$ cat config.mk
export PLATFORM = sky130hd
export DESIGN_NAME = sevseg_scan_display
export DESIGN_NICKNAME = d
export VERILOG_FILES = /design/src/rtl/sevseg_pkg.sv /design/src/rtl/bin2bcd_seq.sv /design/src/rtl/sevseg_scan_display.sv
export SDC_FILE = /design/constraint.sdc
export NUM_CORES = 1
export LEC_CHECK = 0
export CAP_MARGIN = 10
export CORE_AREA = 2 2 108 110
export DETAILED_ROUTE_END_ITERATION = 10
export DIE_AREA = 0 0 110 112
export HOLD_SLACK_MARGIN = 0.1
export PLACE_DENSITY_LB_ADDON = 0.08
export SLEW_MARGIN = 20
export SYNTH_ARGS = -nofsm -noshare
export SYNTH_HDL_FRONTEND = slang
export SYNTH_SLANG_ARGS = --single-unit
$ cat constraint.sdc
create_clock -name CLK -period 2.66 [get_ports CLK]
set_input_delay 0.532 -clock CLK [delete_from_list [all_inputs] [get_ports CLK]]
set_output_delay 0.532 -clock CLK [all_outputs]
set_load 0.01 [all_outputs]
$ cat src/rtl/sevseg_pkg.sv
// Shared definitions for the seven-segment scan display: segment codes,
// converter state encoding and the BCD-to-segment decoder.
package sevseg_pkg;

    // Active-high segment codes, bit 0 = a ... bit 6 = g
    localparam logic [6:0] SEG_0     = 7'h3F;
    localparam logic [6:0] SEG_1     = 7'h06;
    localparam logic [6:0] SEG_2     = 7'h5B;
    localparam logic [6:0] SEG_3     = 7'h4F;
    localparam logic [6:0] SEG_4     = 7'h66;
    localparam logic [6:0] SEG_5     = 7'h6D;
    localparam logic [6:0] SEG_6     = 7'h7D;
    localparam logic [6:0] SEG_7     = 7'h07;
    localparam logic [6:0] SEG_8     = 7'h7F;
    localparam logic [6:0] SEG_9     = 7'h6F;
    localparam logic [6:0] SEG_DASH  = 7'h40;
    localparam logic [6:0] SEG_BLANK = 7'h00;

    typedef enum logic [1:0] {IDLE, SHIFT, COMMIT} conv_state_t;

    function automatic logic [6:0] bcd_to_seg(input logic [3:0] nib);
        case (nib)
            4'd0:    bcd_to_seg = SEG_0;
            4'd1:    bcd_to_seg = SEG_1;
            4'd2:    bcd_to_seg = SEG_2;
            4'd3:    bcd_to_seg = SEG_3;
            4'd4:    bcd_to_seg = SEG_4;
            4'd5:    bcd_to_seg = SEG_5;
            4'd6:    bcd_to_seg = SEG_6;
            4'd7:    bcd_to_seg = SEG_7;
            4'd8:    bcd_to_seg = SEG_8;
            4'd9:    bcd_to_seg = SEG_9;
            default: bcd_to_seg = SEG_BLANK;
        endcase
    endfunction

endpackage

$ cat src/rtl/bin2bcd_seq.sv
// Sequential double-dabble converter: one input bit per cycle, then a single
// COMMIT cycle where o_done flags that o_bcd holds the finished result.
module bin2bcd_seq
    import sevseg_pkg::*;
#(
    parameter int VALUE_W = 14,
    parameter int NDIG    = 4
) (
    input  logic                    i_clk,
    input  logic                    i_rst_n,
    input  logic                    i_start,
    input  logic [VALUE_W-1:0]      i_bin,
    output logic                    o_busy,
    output logic                    o_done,
    output logic [4*(NDIG+1)-1:0]   o_bcd
);
    localparam int BCD_W = 4 * (NDIG + 1);
    localparam int CNT_W = $clog2(VALUE_W + 1);
    localparam logic [CNT_W-1:0] CNT_LAST = CNT_W'(VALUE_W - 1);

    conv_state_t          r_state, w_next;
    logic [VALUE_W-1:0]   r_bin;
    logic [BCD_W-1:0]     r_bcd, w_adj;
    logic [CNT_W-1:0]     r_cnt;

    // The extra top nibble makes overflow of the displayable range exact
    always_comb begin
        w_adj = r_bcd;
        for (int n = 0; n < NDIG + 1; n++)
            if (r_bcd[4*n +: 4] >= 4'd5)
                w_adj[4*n +: 4] = r_bcd[4*n +: 4] + 4'd3;
    end

    always_comb begin
        w_next = r_state;
        case (r_state)
            IDLE:    if (i_start) w_next = SHIFT;
            SHIFT:   if (r_cnt == CNT_LAST) w_next = COMMIT;
            COMMIT:  w_next = IDLE;
            default: w_next = IDLE;
        endcase
    end

    always_ff @(posedge i_clk or negedge i_rst_n) begin
        if (!i_rst_n) begin
            r_state <= IDLE;
            r_bin   <= '0;
            r_bcd   <= '0;
            r_cnt   <= '0;
        end else begin
            r_state <= w_next;
            case (r_state)
                IDLE: if (i_start) begin
                    r_bin <= i_bin;
                    r_bcd <= '0;
                    r_cnt <= '0;
                end
                SHIFT: begin
                    r_bcd <= {w_adj[BCD_W-2:0], r_bin[VALUE_W-1]};
                    r_bin <= r_bin << 1;
                    r_cnt <= r_cnt + 1'b1;
                end
                default: ;
            endcase
        end
    end

    assign o_busy = (r_state != IDLE);
    assign o_done = (r_state == COMMIT);
    assign o_bcd  = r_bcd;

endmodule

$ cat src/rtl/sevseg_scan_display.sv
// N-digit multiplexed seven-segment driver: handshake into the BCD converter,
// committed display registers, slot/digit scanner and polarity-adjusted outputs.
module sevseg_scan_display
    import sevseg_pkg::*;
#(
    parameter int NUM_DIGITS     = 4,
    parameter int VALUE_W        = 14,
    parameter int REFRESH_DIV    = 16000,
    parameter int GUARD          = 2,
    parameter int BLANK_LZ       = 1,
    parameter int SEG_ACTIVE_LOW = 0,
    parameter int DIG_ACTIVE_LOW = 1
) (
    input  logic                    CLK,
    input  logic                    RST_N,
    input  logic [VALUE_W-1:0]      value_i,
    input  logic                    value_valid_i,
    output logic                    value_ready_o,
    input  logic [NUM_DIGITS-1:0]   dp_i,
    output logic [6:0]              seg_o,
    output logic                    dp_o,
    output logic [NUM_DIGITS-1:0]   dig_en_o,
    output logic                    overflow_o
);
    localparam int BCD_W  = 4 * NUM_DIGITS;
    localparam int SLOT_W = (REFRESH_DIV > 1) ? $clog2(REFRESH_DIV) : 1;
    localparam int IDX_W  = (NUM_DIGITS > 1) ? $clog2(NUM_DIGITS) : 1;
    localparam logic [SLOT_W-1:0]     SLOT_LAST  = SLOT_W'(REFRESH_DIV - 1);
    localparam logic [SLOT_W-1:0]     SLOT_GUARD = SLOT_W'(GUARD);
    localparam logic [IDX_W-1:0]      IDX_LAST   = IDX_W'(NUM_DIGITS - 1);
    localparam logic [6:0]            SEG_OFF    = {7{SEG_ACTIVE_LOW != 0}};
    localparam logic                  DP_OFF     = (SEG_ACTIVE_LOW != 0);
    localparam logic [NUM_DIGITS-1:0] DIG_OFF    = {NUM_DIGITS{DIG_ACTIVE_LOW != 0}};

    logic                    w_busy, w_done, w_accept;
    logic [BCD_W+3:0]        w_bcd;
    logic [NUM_DIGITS-1:0]   r_dp_lat, r_dp;
    logic [BCD_W-1:0]        r_bcd;
    logic                    r_ovf;
    logic [SLOT_W-1:0]       r_slot;
    logic [IDX_W-1:0]        r_idx;
    logic [3:0]              w_nib;
    logic                    w_upper_zero;
    logic [6:0]              w_seg, r_seg;
    logic                    w_dp, r_dp_out;
    logic [NUM_DIGITS-1:0]   w_dig, r_dig;

    assign w_accept      = value_valid_i && !w_busy;
    assign value_ready_o = !w_busy;

    bin2bcd_seq #(
        .VALUE_W (VALUE_W),
        .NDIG    (NUM_DIGITS)
    ) u_conv (
        .i_clk   (CLK),
        .i_rst_n (RST_N),
        .i_start (w_accept),
        .i_bin   (value_i),
        .o_busy  (w_busy),
        .o_done  (w_done),
        .o_bcd   (w_bcd)
    );

    always_ff @(posedge CLK or negedge RST_N) begin
        if (!RST_N) begin
            r_dp_lat <= '0;
            r_dp     <= '0;
            r_bcd    <= '0;
            r_ovf    <= 1'b0;
        end else begin
            if (w_accept) r_dp_lat <= dp_i;
            if (w_done) begin
                r_bcd <= w_bcd[BCD_W-1:0];
                r_dp  <= r_dp_lat;
                r_ovf <= |w_bcd[BCD_W +: 4];
            end
        end
    end

    always_ff @(posedge CLK or negedge RST_N) begin
        if (!RST_N) begin
            r_slot <= '0;
            r_idx  <= '0;
        end else if (r_slot == SLOT_LAST) begin
            r_slot <= '0;
            r_idx  <= (r_idx == IDX_LAST) ? '0 : r_idx + 1'b1;
        end else begin
            r_slot <= r_slot + 1'b1;
        end
    end

    // Blank a digit when it and every more-significant nibble are zero
    always_comb begin
        w_nib        = r_bcd[4*r_idx +: 4];
        w_upper_zero = 1'b1;
        for (int i = 0; i < NUM_DIGITS; i++)
            if (i >= int'(r_idx) && r_bcd[4*i +: 4] != 4'd0)
                w_upper_zero = 1'b0;
        w_seg = bcd_to_seg(w_nib);
        w_dp  = r_dp[r_idx];
        if (r_ovf) begin
            w_seg = SEG_DASH;
            w_dp  = 1'b0;
        end else if (BLANK_LZ != 0 && r_idx != '0 && w_upper_zero) begin
            w_seg = SEG_BLANK;
        end
        w_dig = '0;
        if (r_slot >= SLOT_GUARD) w_dig[r_idx] = 1'b1;
    end

    always_ff @(posedge CLK or negedge RST_N) begin
        if (!RST_N) begin
            r_seg    <= SEG_OFF;
            r_dp_out <= DP_OFF;
            r_dig    <= DIG_OFF;
        end else begin
            r_seg    <= w_seg ^ SEG_OFF;
            r_dp_out <= w_dp ^ DP_OFF;
            r_dig    <= w_dig ^ DIG_OFF;
        end
    end

    assign seg_o      = r_seg;
    assign dp_o       = r_dp_out;
    assign dig_en_o   = r_dig;
    assign overflow_o = r_ovf;

endmodule

# Word level (Yosys, flattened, before mapping)
# Memory sizes are Yosys's and may differ from the RTL's.
# Index checks and enable logic that the tools add are counted.
# word_totals
ff_bits,93
latch_bits,0
ramBits,0
rom_bits,112
inputBits,21
output_inout_bits,14
wordCells,88
memories,1
# memory_table
name,words,width,read_ports,rd_clocked_by_memory_dff,write_ports,line,text
(name not given),16,7,1,0,0,sevseg_pkg.sv:22,case (nib)
# classes
addsub,8
mul,0
div,0
magnitude_cmp,11
n_eq_ne,7
shifts,1
muxes,28
bitwise_logic,1
n_reduce_logical,18
# ops
op,n
case mux 20 bit (2 select lines),1
2-to-1 mux 14 bit,2
case mux 14 bit (2 select lines),1
2-to-1 mux 4 bit,6
"greater-or-equal comparator 4 x 3 -> 1 bit, second input constant",5
2-to-1 mux 20 bit,1
"adder 4 x 2 -> 4 bit, second input constant",4
nonzero test 4 bit,4
indexed part select 16 x 5 -> 4 bit,1
"adder 14 x 1 -> 14 bit, second input constant",1
"equality test 14 bit, second input constant",1
"greater-or-equal comparator 14 x 2 -> 1 bit, second input constant",1
2-to-1 mux 7 bit,2
case mux 4 bit (2 select lines),1
2-to-1 mux 1 bit,7
logical AND 1 bit,6
2-to-1 mux 2 bit,3
nonzero test 2 bit,3
"adder 4 x 1 -> 4 bit, second input constant",1
"equality test 2 bit, second input constant",2
"equality test 4 bit, second input constant",1
"greater-or-equal comparator 1 x 2 -> 1 bit, first input constant",2
"!= test 2 x 1 -> 1 bit, second input constant",2
inverter 4 bit,1
other kinds (14),15

# Logic depth before layout (Yosys ltp)
# Gate-level depths: netlist (run 1).
# logic_depth
depth_word,9
mapped_depth,8

# By module
# Synthesis (run 1) repeated with hierarchy kept, for this count alone.
# unflattened
cells_unflattened,428
area_unflattened_um2,4787.1
# modules_own_cells
module,instances,cells_each,area_each_um2
sevseg_scan_display,1,207,2509.9
bin2bcd_seq,1,221,2277.2

# Worst setup path before layout (run 1)
# Ideal clock, no wire load.
# synth_path
kind,reg-to-reg
from,register r_idx[0]
to,register r_seg[0] (netlist: seg_o[0])
setup_ns,0.078
arrival_ns,1.828
required_time_ns,2.582
setup_slack_ns,0.753
path_stages_with_launch,7
n_path_buf,1
period_less_slack_ns,1.907
cell_sequence,dfrtp_1 buf_6 mux4_1 ha_1 nor2b_1 a211o_1 a21oi_1
# synth_via
elab_chain_cells,9
elab_cells_between_ends,16
# synth_lines
item,line,text
start: declaration,sevseg_scan_display.sv:41,logic [IDX_W-1:0] r_idx;
start signal: assignment,sevseg_scan_display.sv:86,r_idx <= (r_idx == IDX_LAST) ? '0 : r_idx + 1'b1;
branches (longest 7 deep; another with memory (16 x 7 bit)),-,
2-to-1 mux 7 bit (*),sevseg_scan_display.sv:104,end else if (BLANK_LZ != 0 && r_idx != '0 && w_upper_zero) begin
2-to-1 mux 7 bit (*),sevseg_scan_display.sv:101,if (r_ovf) begin
named net w_seg[0],sevseg_scan_display.sv:44,"logic [6:0] w_seg, r_seg;"
end signal: assignment,sevseg_scan_display.sv:117,r_seg <= w_seg ^ SEG_OFF;
end: declaration,sevseg_scan_display.sv:44,
# Mark *: on every way through the listed nets, which the timed path passes.
# A chain may end at the register's enable or synchronous reset.

# Final worst setup path (run 1)
# layout_path
from,register r_idx[0]
to,register r_seg[5] (netlist: seg_o[5])
# Same word-level chain as after synthesis.

==> results of run 1 <==
synthesized netlist by cell type, types with 10 or more instances:
master    count
o21ai_0      26
ha_1         25
xnor2_1      11
clkbuf_1     15
nor2_1       35
mux2_2       18
inv_1        22
o31ai_1      10
a21oi_1      17
a31oi_1      15
dfrtp_1      89
nand3_1      21
nand2_1      66
per-layer routing:
layer  track usage  wire, um  vias up
li1              -         -     1612
met1         0.235      4590     1585
met2         0.236      3880       39
met3        0.0263       218       11
met4        0.0658       170        0
met5             0         0        -
layout by cell type, fill, tap and decap left out, types with 2 or more instances in the layout:
cell type,synthesis,routed
a211o_1,2,2
a21o_1,2,2
a21oi_1,17,17
a31oi_1,15,15
a32o_1,5,5
buf_12,0,2
buf_4,0,8
clkbuf_1,15,6
clkbuf_16,0,9
clkdlybuf4s50_1,0,33
dfrtp_1,89,89
dfstp_2,4,4
ha_1,25,25
inv_1,22,22
mux2_2,18,18
mux2i_1,3,3
mux4_1,3,3
mux4_2,2,2
nand2_1,66,66
nand2b_1,7,6
nand3_1,21,21
nand4_1,3,3
nor2_1,35,35
nor2b_1,5,5
nor3_1,4,4
nor4_1,6,6
o21ai_0,26,26
o21bai_1,3,3
o31ai_1,10,10
xnor2_1,11,11
xor2_1,9,9
power by group through the flow:
stage / Sequential, W / Combinational (W) / Clock, W
finish: 0.00223 / 0.00189 / 0.00114
global placement: 0.00225 / 0.00185 / 0
detailed placement: 0.00225 / 0.00191 / 0
global route: 0.00229 / 0.00215 / 0.00125
floorplan: 0.00216 / 0.00140 / 0
CTS: 0.00223 / 0.00191 / 0.00118
metrics by stage:
step                area, um^2  utilization  total power, W  instances  setup slack, ns
CTS                       5350        0.479         0.00532        626            0.656
floorplan                 4580            -         0.00356        447            0.753
global route              5350        0.479         0.00569        626            0.543
finish                    5350        0.479         0.00525        626            0.632
global placement          5100        0.456         0.00410        610            0.437
detailed placement        5100        0.456         0.00416        610            0.405
state kept, by name (all words and copies together) (netlist names):
signal	flops
dig_en_o	4
dp_o	1
overflow_o	1
r_bcd	16
r_dp	4
r_dp_lat	4
r_idx	2
r_slot	14
seg_o	7
u_conv.o_bcd	20
u_conv.r_bin	14
u_conv.r_cnt	4
u_conv.r_state	2
cells by family after synthesis:
logic type,count (synthesis),synth area share
multiplexers,26,0.0779
flip-flops,93,0.509
AO/OA/AOI/OAI,84,0.114
adder cells (fa/ha/maj),25,0.0683
XOR/XNOR,20,0.0383
AND/OR/NAND/NOR,154,0.152
buffers and inverters,45,0.0399
area by class of cell:
cell class | count | area, um^2
Timing Repair Buffer | 43 | 430
Sequential cell | 93 | 2330
Clock inverter | 1 | 7.51
Clock buffer | 15 | 248
Fill cell | 1072 | 5820
Multi-Input combinational cell | 309 | 2070
Inverter | 22 | 82.6
Tap cell | 143 | 179
final timing paths:
path | start | to | slack (ns) | cells after the start
min in group CLK | r_dp_lat[0] | r_dp_lat[0] | 0.47 | 2
min | RST_N | r_dp[0] | 0.17 | 1
max in group asynchronous | RST_N | dig_en_o[2] | 1.79 | 2
min reg2reg | r_dp_lat[0] | r_dp_lat[0] | 0.47 | 2
max | r_idx[0] | seg_o[5] | 0.63 | 6
max reg2reg | r_idx[0] | seg_o[5] | 0.63 | 6
==> flow_summary_export.csv, run 1 <==
group,metric,value,unit
run_status,status,"completed",
pwr,p_int,0.00341,W
synthesis,synth_area,4580,um^2
synthesis,synthTopCellsByArea,"dfrtp_1, ha_1, nand2_1",
synthesis,syn-num-nets,493,
cells_and_area,area_growth_syn_to_layout,16.9,%
timing,period_minus_slack,2.03,ns
clock_network,cts_sinks,93,
placed_design,port_buffers,34,
global_route,grt_pass1_wl,15.4,mm
clock_network,cts_root_buf,"clkbuf_16",
worst_setup_path,cp_data_required_time,2.92,ns
timing,slew_violations,0,
timing,finalSetupViolations,0,
min_path,hold_class,"in2async",
cells_and_area,diodes,0,
floorplan,fp.dieH,112,um
timing,worstMarginPinSlew,0.536,ns
clock_network,tritoncts,"done",
timing,slew_headroom,0.643,
timing,fin_skew,0.00605,ns
synthesis,postSynth.asyncResetShare,1.00,
synthesis,ys_ff_latch,93,
global_route,grt_pass1_vias,3139,
pwr,p_sw,0.00184,W
timing,fin_crit_sh,0.763,
floorplan,initial_core_util,0.410,
worst_setup_path,worst-setup-path-type,"reg2reg",
job,drv_cap,0,
clock_network,htreeDepth,3,
worst_setup_path,slowest_stage,"mux4_1",
route,avgRoutedWirePerCell,14.1,um
synthesis,synth_edf_count,0,
cells_and_area,layout-drive-gt1-share,0.104,
synthesis,synth_area_per_cell,10.2,um^2
timing,grt_setup_unrepaired,"no",
worst_setup_path,cp_top_family,"multiplexers",
pwr,seq_power_share,0.424,
synthesis,ys_seq_area_frac,0.509,
worst_setup_path,critical_path_buf_inv_count,1,
route,vias_per_cell,5.19,
clock_network,post_cts_buffers,0,
global_route,grt_overflow,0,
worst_setup_path,critPathMaxStageDelay,0.68,ns
synthesis,synth_top_area_share,0.486,
global_route,grt_start_max_net_pins,55,
global_route,track_usage,0.160,
route,drc,0,
synthesis,synth.largest_area_cell,"dfrtp_1",
clock_network,cts_resized,0,
cells_and_area,fin_nets,524,
worst_setup_path,startpoint_type,"flop",
worst_setup_path,worstPathArrival,2.29,ns
synthesis,synth_cells,447,
clock_network,cts.path.max_buffers,2,
route,drt.antenna.violating_nets,0,
pwr,irDropWorstVdd,0.439,mV
placed_design,dpl.hpwl,6.24,mm
clock_network,cts_made_buffers,9,
synthesis,ys.flop_type,"dfrtp_1",
clock_network,clk_pin_slew_worst_paths,0.06,ns
pwr,swShare,0.350,
floorplan,fp.dieArea,12300,um^2
worst_setup_path,end_kind,"flop",
worst_setup_path,critical_path_peak_fanout,5,
pwr,p_per_area,981,nW/um^2
timing,fmax,493,MHz
timing,hold_viol,0,
route,drt_iter0_drc,166,
floorplan,fp.dieW,110,um
floorplan,io_pins,35,
pwr,combPwrFrac,0.359,
timing,setup-tns-final,0,ns
placed_design,gp_congestion,0.796,
floorplan,rows,39,
pwr,p_leak,2.39,nW
synthesis,synth.distinct_cells,40,
floorplan,core_area,11200,um^2
global_route,antenna_found_initial,0,
route,routed_wl,8.86,mm
timing,holdWs,0.171,ns
clock_network,clock_latency,0.34,ns
pwr,clockPowerShare,0.217,
route,first_pass_iters,4,
clock_network,hold_buffers,0,
synthesis,ys_warn_count,0,
worst_setup_path,crit_chain,"mux4_1, inv_1, ha_1, nor2_1, a211o_1, a21oi_1",
route,via_count,3247,
No activity file was read; power rests on OpenSTA's default activity.
==> run 2, diff against run 1 <==
==> constraint.sdc (replaced) <==
create_clock -name CLK -period 1.75 [get_ports CLK]
set_input_delay 0.35 -clock CLK [delete_from_list [all_inputs] [get_ports CLK]]
set_output_delay 0.35 -clock CLK [all_outputs]
set_load 0.01 [all_outputs]
==> run 2 against run 1 <==
Effect of this change: the flow now finishes with violations (setup timing); sequential cell count unchanged; worst hold slack improved by 0.31 ns; clock power increased by 58%; via count increased by 3.0%; sequential share of layout area decreased by 2.4 points; critical path depth decreased by 1; clock skew increased by 0.0023 ns; die area unchanged; register-to-register slack got worse by 0.66 ns; routed wire length increased by 5.5%; combinational power increased by 72%.
==> flow_summary_export.csv, run 2 (synthesis gave the netlist of run 1 again) <==
group,metric,value,unit
worst_setup_path,startpoint_type,"flop",
floorplan,rows,39,
timing,fin_crit_sh,1.01,
placed_design,dpl.hpwl,6.35,mm
timing,holdWs,0.481,ns
floorplan,io_pins,35,
global_route,grt_pass1_wl,16.2,mm
timing,slew_violations,0,
worst_setup_path,worst-setup-path-type,"reg2reg",
timing,grt_setup_unrepaired,"yes",
global_route,track_usage,0.170,
clock_network,clock_latency,0.34,ns
global_route,grt_overflow,0,
route,drc,0,
job,drv_cap,0,
global_route,grt_use_met3,0.0287,
clock_network,tritoncts,"done",
route,drt_iter0_drc,191,
worst_setup_path,critical_path_peak_fanout,5,
cells_and_area,layout_common_cells,"dfrtp_1, nand2_1, nor2_1",
pwr,irDropWorstVdd,0.745,mV
run_status,violations,"setup timing",
timing,worstMarginPinSlew,0.532,ns
cells_and_area,area_growth_syn_to_layout,23.8,%
min_path,hold_class,"reg2reg",
global_route,antenna_found_initial,0,
cells_and_area,diodes,0,
clock_network,cts_sinks,93,
placed_design,port_buffers,34,
floorplan,initial_core_util,0.410,
global_route,grt_start_max_net_pins,94,
cells_and_area,fin_nets,552,
floorplan,core_area,11200,um^2
timing,slew_headroom,0.645,
cells_and_area,layout-drive-gt1-share,0.192,
floorplan,fp.dieArea,12300,um^2
timing,hold_viol,0,
cells_and_area,multi_input_area,2140,um^2
run_status,status,"finished, violations left",
timing,setup_ws,-0.0253,ns
worst_setup_path,cp_data_required_time,2.01,ns
cells_and_area,regArea,2330,um^2
clock_network,cts_made_buffers,9,
route,first_pass_iters,4,
clock_network,cts.path.max_buffers,2,
global_route,grt_pass1_vias,3388,
timing,finalSetupViolations,4,
global_route,busiest_layer,"met2",
clock_network,cts_root_buf,"clkbuf_16",
route,vias_per_cell,5.12,
worst_setup_path,end_kind,"flop",
worst_setup_path,worstPathArrival,2.04,ns
floorplan,fp.dieW,110,um
floorplan,fp.dieH,112,um
timing,fin_skew,0.00834,ns
route,via_count,3344,
cells_and_area,stdcell_area,5670,um^2
global_route,use_met2,0.259,
pwr,p_leak,2.58,nW
cells_and_area,final_common_cell,"dfrtp_1",
pwr,p_per_area,1490,nW/um^2
route,drt.antenna.violating_nets,0,
cells_and_area,fill_cells,1026,
global_route,grt.met1_usage,0.235,
clock_network,htreeDepth,3,
timing,fmax,563,MHz
timing,period_minus_slack,1.78,ns
clock_network,clk_pin_slew_worst_paths,0.06,ns
cells_and_area,largest_reg_flops,20,
placed_design,gp_congestion,0.805,
placed_design,placed_area,5310,um^2
route,routed_wl,9.34,mm
route,avgRoutedWirePerCell,14.3,um
[run 2: cell count changes in the layout (fill, tap and decap cells not counted), moves of 3 or more]
| cell | delta |
|---|---|
| buf_4 | +25 |
| clkbuf_1 | -3 |
| dlymetal6s2s_1 | +4 |
| ha_2 | +3 |
| clkdlybuf4s50_1 | -5 |
| ha_1 | -4 |
| a21oi_1 | -5 |
| a21oi_2 | +5 |
[run 2: timing repair]
item / CTS / global route
pin swaps: 0 / 3
endpoints found under the setup margin: 8 / 17
buffers inserted: 0 / 2
gates resized for setup: 3 / 19
cloned: 0 / 0
hold buffers: 1 / 0
hold endpoints to repair: 89 / 0
[run 2: cell type report]
class | instances | share of cell area
Multi-Input combinational cell | 309 | 0.377
Clock buffer | 14 | 0.0466
Sequential cell | 93 | 0.412
Inverter | 22 | 0.0146
Clock inverter | 1 | 0.00132
Timing Repair Buffer | 71 | 0.118
Tap cell | 143 | 0.0316
[run 2: per-layer routing]
metal | wire length (um) | vias to the layer above
li1 | - | 1662
met1 | 4470 | 1617
met2 | 4340 | 52
met3 | 337 | 13
met4 | 191 | 0
met5 | 0 | -
[run 2: final timing paths]
path,from,end,slack (ns),cells after the start
worst min register to register,u_conv.r_bin[13],u_conv.o_bcd[0],0.48,2
worst max-delay path,r_idx[0],seg_o[6],-0.03,5
worst max register to register,r_idx[0],seg_o[6],-0.03,5
min in group asynchronous,RST_N,dp_o,0.58,3
max in group asynchronous,RST_N,r_slot[7],0.73,3
worst min-delay path,u_conv.r_bin[13],u_conv.o_bcd[0],0.48,2
[run 2: metrics by stage]
step	worst slack (ns)	instances	total power, W	TNS (ns)	util
after CTS	-0.0279	651	0.00848	-0.0565	0.501
after global routing	-0.0845	653	0.00913	-0.456	0.507
after floorplan	-0.0583	447	0.00543	-0.0971	-
after global placement	-0.151	635	0.00650	-4.59	0.475
after detailed placement	-0.169	635	0.00660	-5.04	0.475
final	-0.0253	653	0.00843	-0.0594	0.507
[run 2: worst max-delay path, stage by stage, from the launching register on]
cell      delay, ns
dfrtp_2        0.45
mux4_2         0.60
ha_2           0.21
nor3b_1        0.23
a21oi_1        0.07
o21bai_1       0.14
[run 2: report_power, final]
group / internal [W] / switching, W
sequential: 0.00285 / 0.000507
clock: 0.00103 / 0.000769
combinational: 0.00165 / 0.00161
total: 0.00554 / 0.00289
==> RTL edit 1: new RTL, settings of run 1 <==
Encoding of `conv_state_t`: now one-hot (3 bits for 3 states).
--- a/src/rtl/sevseg_pkg.sv
+++ b/src/rtl/sevseg_pkg.sv
@@ -17,5 +17,5 @@
     localparam logic [6:0] SEG_BLANK = 7'h00;
 
-    typedef enum logic [1:0] {IDLE, SHIFT, COMMIT} conv_state_t;
+    typedef enum logic [2:0] {IDLE = 3'b001, SHIFT = 3'b010, COMMIT = 3'b100} conv_state_t;
 
     function automatic logic [6:0] bcd_to_seg(input logic [3:0] nib);
Function: same outputs for any inputs over 10 cycles, from zero or initial values and one cycle with RST_N low; not proved beyond that.
==> RTL edit 1 against run 1 <==
Synthesized area is 1.6% higher; setup slack worse by 0.20 ns; count of clock-buffer cells in the layout is 3 lower; die area stayed put; sequential cell count is 1 higher; wire length is 0.49% higher; final area is 2.2% higher.
Power is not compared: it rests on default switching activity, and its combinational part moved more than twofold at a synthesized area within 25%.
==> RTL edit 1: results (changes against run 1) <==
Parameter                              Value

Layout
  Number of non-filler instances in the completed layout ... 595 (-5.0%)
  Post-layout net count ... 493 (-5.9%)
  Non-Filler Cell Area, Final ... 0.00547 mm² (+2.2%)
  Fraction of layout instances using a drive strength above 1 ... 15.3% (+4.9 points)

Setup path
  WP data arrival ... 1.69 ns (-0.60 ns)
  CP max-delay cell ... sky130_fd_sc_hd__dfstp_2
  Largest delay share family, worst path ... flip-flops
  Start point of the critical path ... u_conv.r_state[0]
  Largest stage delay on the critical path ... 0.60 ns (-0.08 ns)

Timing
  Setup skew after layout ... 0.00784 ns (+0.00179 ns)
  Max-slew headroom ... 56.5% (-7.8 points)

Synth
  Synthesized net count ... 460 (-6.7%)
  Post-synthesis share of cell area spent on xor and xnor gates ... 3.77% (-0.060 points)
  Proportion of synthesized chip area in sequential cells ... 50.7% (-0.23 points)
  Mean instance size in the synthesized netlist ... 11.2 µm² (+9.7%)
  Multiplexer share of the synthesized area ... 13.6% (+5.8 points)
  Area contributors post-synth ... sky130_fd_sc_hd__dfrtp_1 (48%), sky130_fd_sc_hd__mux2_2 (7.5%), sky130_fd_sc_hd__ha_1 (6.7%)
  Post-synthesis share of cell area spent on full adders, half adders and majority gates ... 6.72% (-0.11 points)

Placement
  Worst slack at placement ... 0.447 ns (+0.0419 ns)
  DP Area ... 0.00517 mm² (+1.5%)
  Number of cells after detailed placement ... 579 (-5.1%)

Route
  Length of the first detailed-routing pass in iterations ... 5 (+1)
  Met2 WL post-DR ... 4160 µm (+7.2%)
  First DRT Iteration DRCs ... 181 (+9.0%)
  Vias after detailed routing ... 3126 (-3.7%)
  Routed wire length ... 8900 µm (+0.49%)
  Length of routed met3 wiring ... 215 µm (-1.4%)

GRT
  GR Util met1 ... 22.6% (-0.91 points)
  Met3 Resource Use GR ... 2.46% (-0.18 points)
  M2 GR Usage ... 24.7% (+1.2 points)
  Total global-route track usage ... 16.2% (+0.17 points)

Run status
  Status ... completed
## RTL edit 1: layout make-up
type,count,area share [%]
repair buffers,42,7.51
multi-input cells,275,39.0
flip-flops and latches,94,43.1
well taps,143,3.27
inverters,25,1.72
clock inverters,4,0.870
clock buffers,12,4.51
## RTL edit 1: worst paths after layout
| path | depth (start not counted) | slack (ns) | end |
|---|---|---|---|
| setup / recovery | 2 | 0.43 | value_ready_o |
| hold / removal | 1 | 0.13 | seg_o[4] |
| setup reg to reg | 6 | 0.47 | seg_o[5] |
| hold reg to reg | 2 | 0.48 | u_conv.o_bcd[0] |
| max in group asynchronous | 2 | 1.84 | r_dp[0] |
| min in group CLK | 2 | 0.48 | u_conv.o_bcd[0] |
## RTL edit 1: power by group through the flow
stage / registers, µW / clock network (µW) / logic, µW
finish: 1750 / 1290 / 676
global route: 1770 / 1390 / 770
CTS: 1750 / 1330 / 689
detailed placement: 1770 / 0 / 687
global placement: 1770 / 0 / 668
floorplan: 1730 / 0 / 481
==> RTL edit 2: new RTL, settings of run 1 <==
Made on the original files. Change the parameter `REFRESH_DIV` from 16000 to 32000.
--- a/src/rtl/sevseg_scan_display.sv
+++ b/src/rtl/sevseg_scan_display.sv
@@ -6,5 +6,5 @@
     parameter int NUM_DIGITS     = 4,
     parameter int VALUE_W        = 14,
-    parameter int REFRESH_DIV    = 16000,
+    parameter int REFRESH_DIV    = 32000,
     parameter int GUARD          = 2,
     parameter int BLANK_LZ       = 1,
Check against the original RTL: no difference found for any inputs over 10 cycles, from zero or initial values and one cycle with RST_N low; that may be too few to reach the edited logic, so the function may still have changed.
==> RTL edit 2 against run 1 <==
Synthesized area rose by 0.66%; utilization rose by 0.65 points; critical path type unchanged; highest routed layer unchanged; final area rose by 1.4%; wire length fell by 0.37%; power rose by 2.0%; global-route usage rose by 0.20 points; sequential cell count rose by 1; worst hold slack got worse by 0.025 ns; setup slack got worse by 0.060 ns.
==> RTL edit 2: results (changes against run 1) <==
Parameter                              Value

Run status
  Status ... completed

Layout
  Number of ordinary inverters in the final layout ... 21 (-4.5%)
  Area used by sequential logic in the layout ... 0.00236 mm² (+1.1%)
  Share of final layout cell area taken by clock buffers and inverters ... 5.54% (+0.77 points)
  Area growth syn-to-layout ... 17.7%
  Number of non-filler instances in the completed layout ... 630 (+0.64%)
  Buffer share of cell area ... 7.84% (-0.20 points)
  Post-layout net count ... 528 (+0.76%)
  Multi-input combinational cell area ... 0.00208 mm² (+0.54%)
  Number of sequential cells in the layout ... 94 (+1.1%)

Synth
  Post-synthesis instance total ... 448 (+0.22%)
  Multiplexer share of the synthesized area ... 7.52% (-0.27 points)
  Post-synthesis share of cell area spent on xor and xnor gates ... 4.56% (+0.74 points)
  Compound-cell area share of the yosys netlist ... 10.2% (-1.2 points)

Route
  First DRT Iteration DRCs ... 134 (-19%)

GRT
  Largest net degree at the start of global routing ... 60 (+9.1%)
  Global-route wire length before repair ... 15800 µm (+2.4%)
  Total global-route track usage ... 16.2% (+0.20 points)

Placement
  Final weighted congestion of routability-driven global placement ... 0.755 (-5.1%)
  Post-DP HPWL ... 6150 µm (-1.5%)

Setup path
  Slack of the worst reg-to-reg path ... 0.57 ns (-0.06 ns)
  Largest stage delay on the critical path ... 0.75 ns (+0.07 ns)

Timing
  Slew of the pin with the lowest slew margin ... 1.02 ns (+0.479 ns)

Power and ir drop
  Power Internal ... 3510 µW (+2.8%)
  Part of the power in registers ... 41.7% (-0.7 points)
==> RTL edit 2: layer usage <==
metal / track usage, % / vias to the layer above / share of wire [%]
li1: - / 1610 / -
met1: 24.8 / 1565 / 52
met2: 22.7 / 45 / 43
met3: 2.81 / 13 / 2.5
met4: 6.33 / 0 / 1.8
met5: 0 / - / 0
==> RTL edit 2: worst paths after layout <==
check / start / end / cells past startpoint
min in group CLK: r_dp_lat[3] / r_dp_lat[3] / 2
max in group asynchronous: RST_N / dig_en_o[1] / 2
worst max-delay path: r_idx[0] / seg_o[5] / 6
worst min register to register: r_dp_lat[3] / r_dp_lat[3] / 2
worst max register to register: r_idx[0] / seg_o[5] / 6
worst min-delay path: RST_N / r_dp[2] / 1
==> RTL edit 2: logic make-up (layout without fill, tap and decap cells) <==
logic type                 count (synthesis)  in the layout
and+or+nand+nor                          163            163
DFF                                       94             94
AOI/OAI and AO/OA                         75             75
buffers and inverters                     42             81
adders and majority gates                 25             25
muxes                                     25             25
xor gates and xnor gates                  24             24
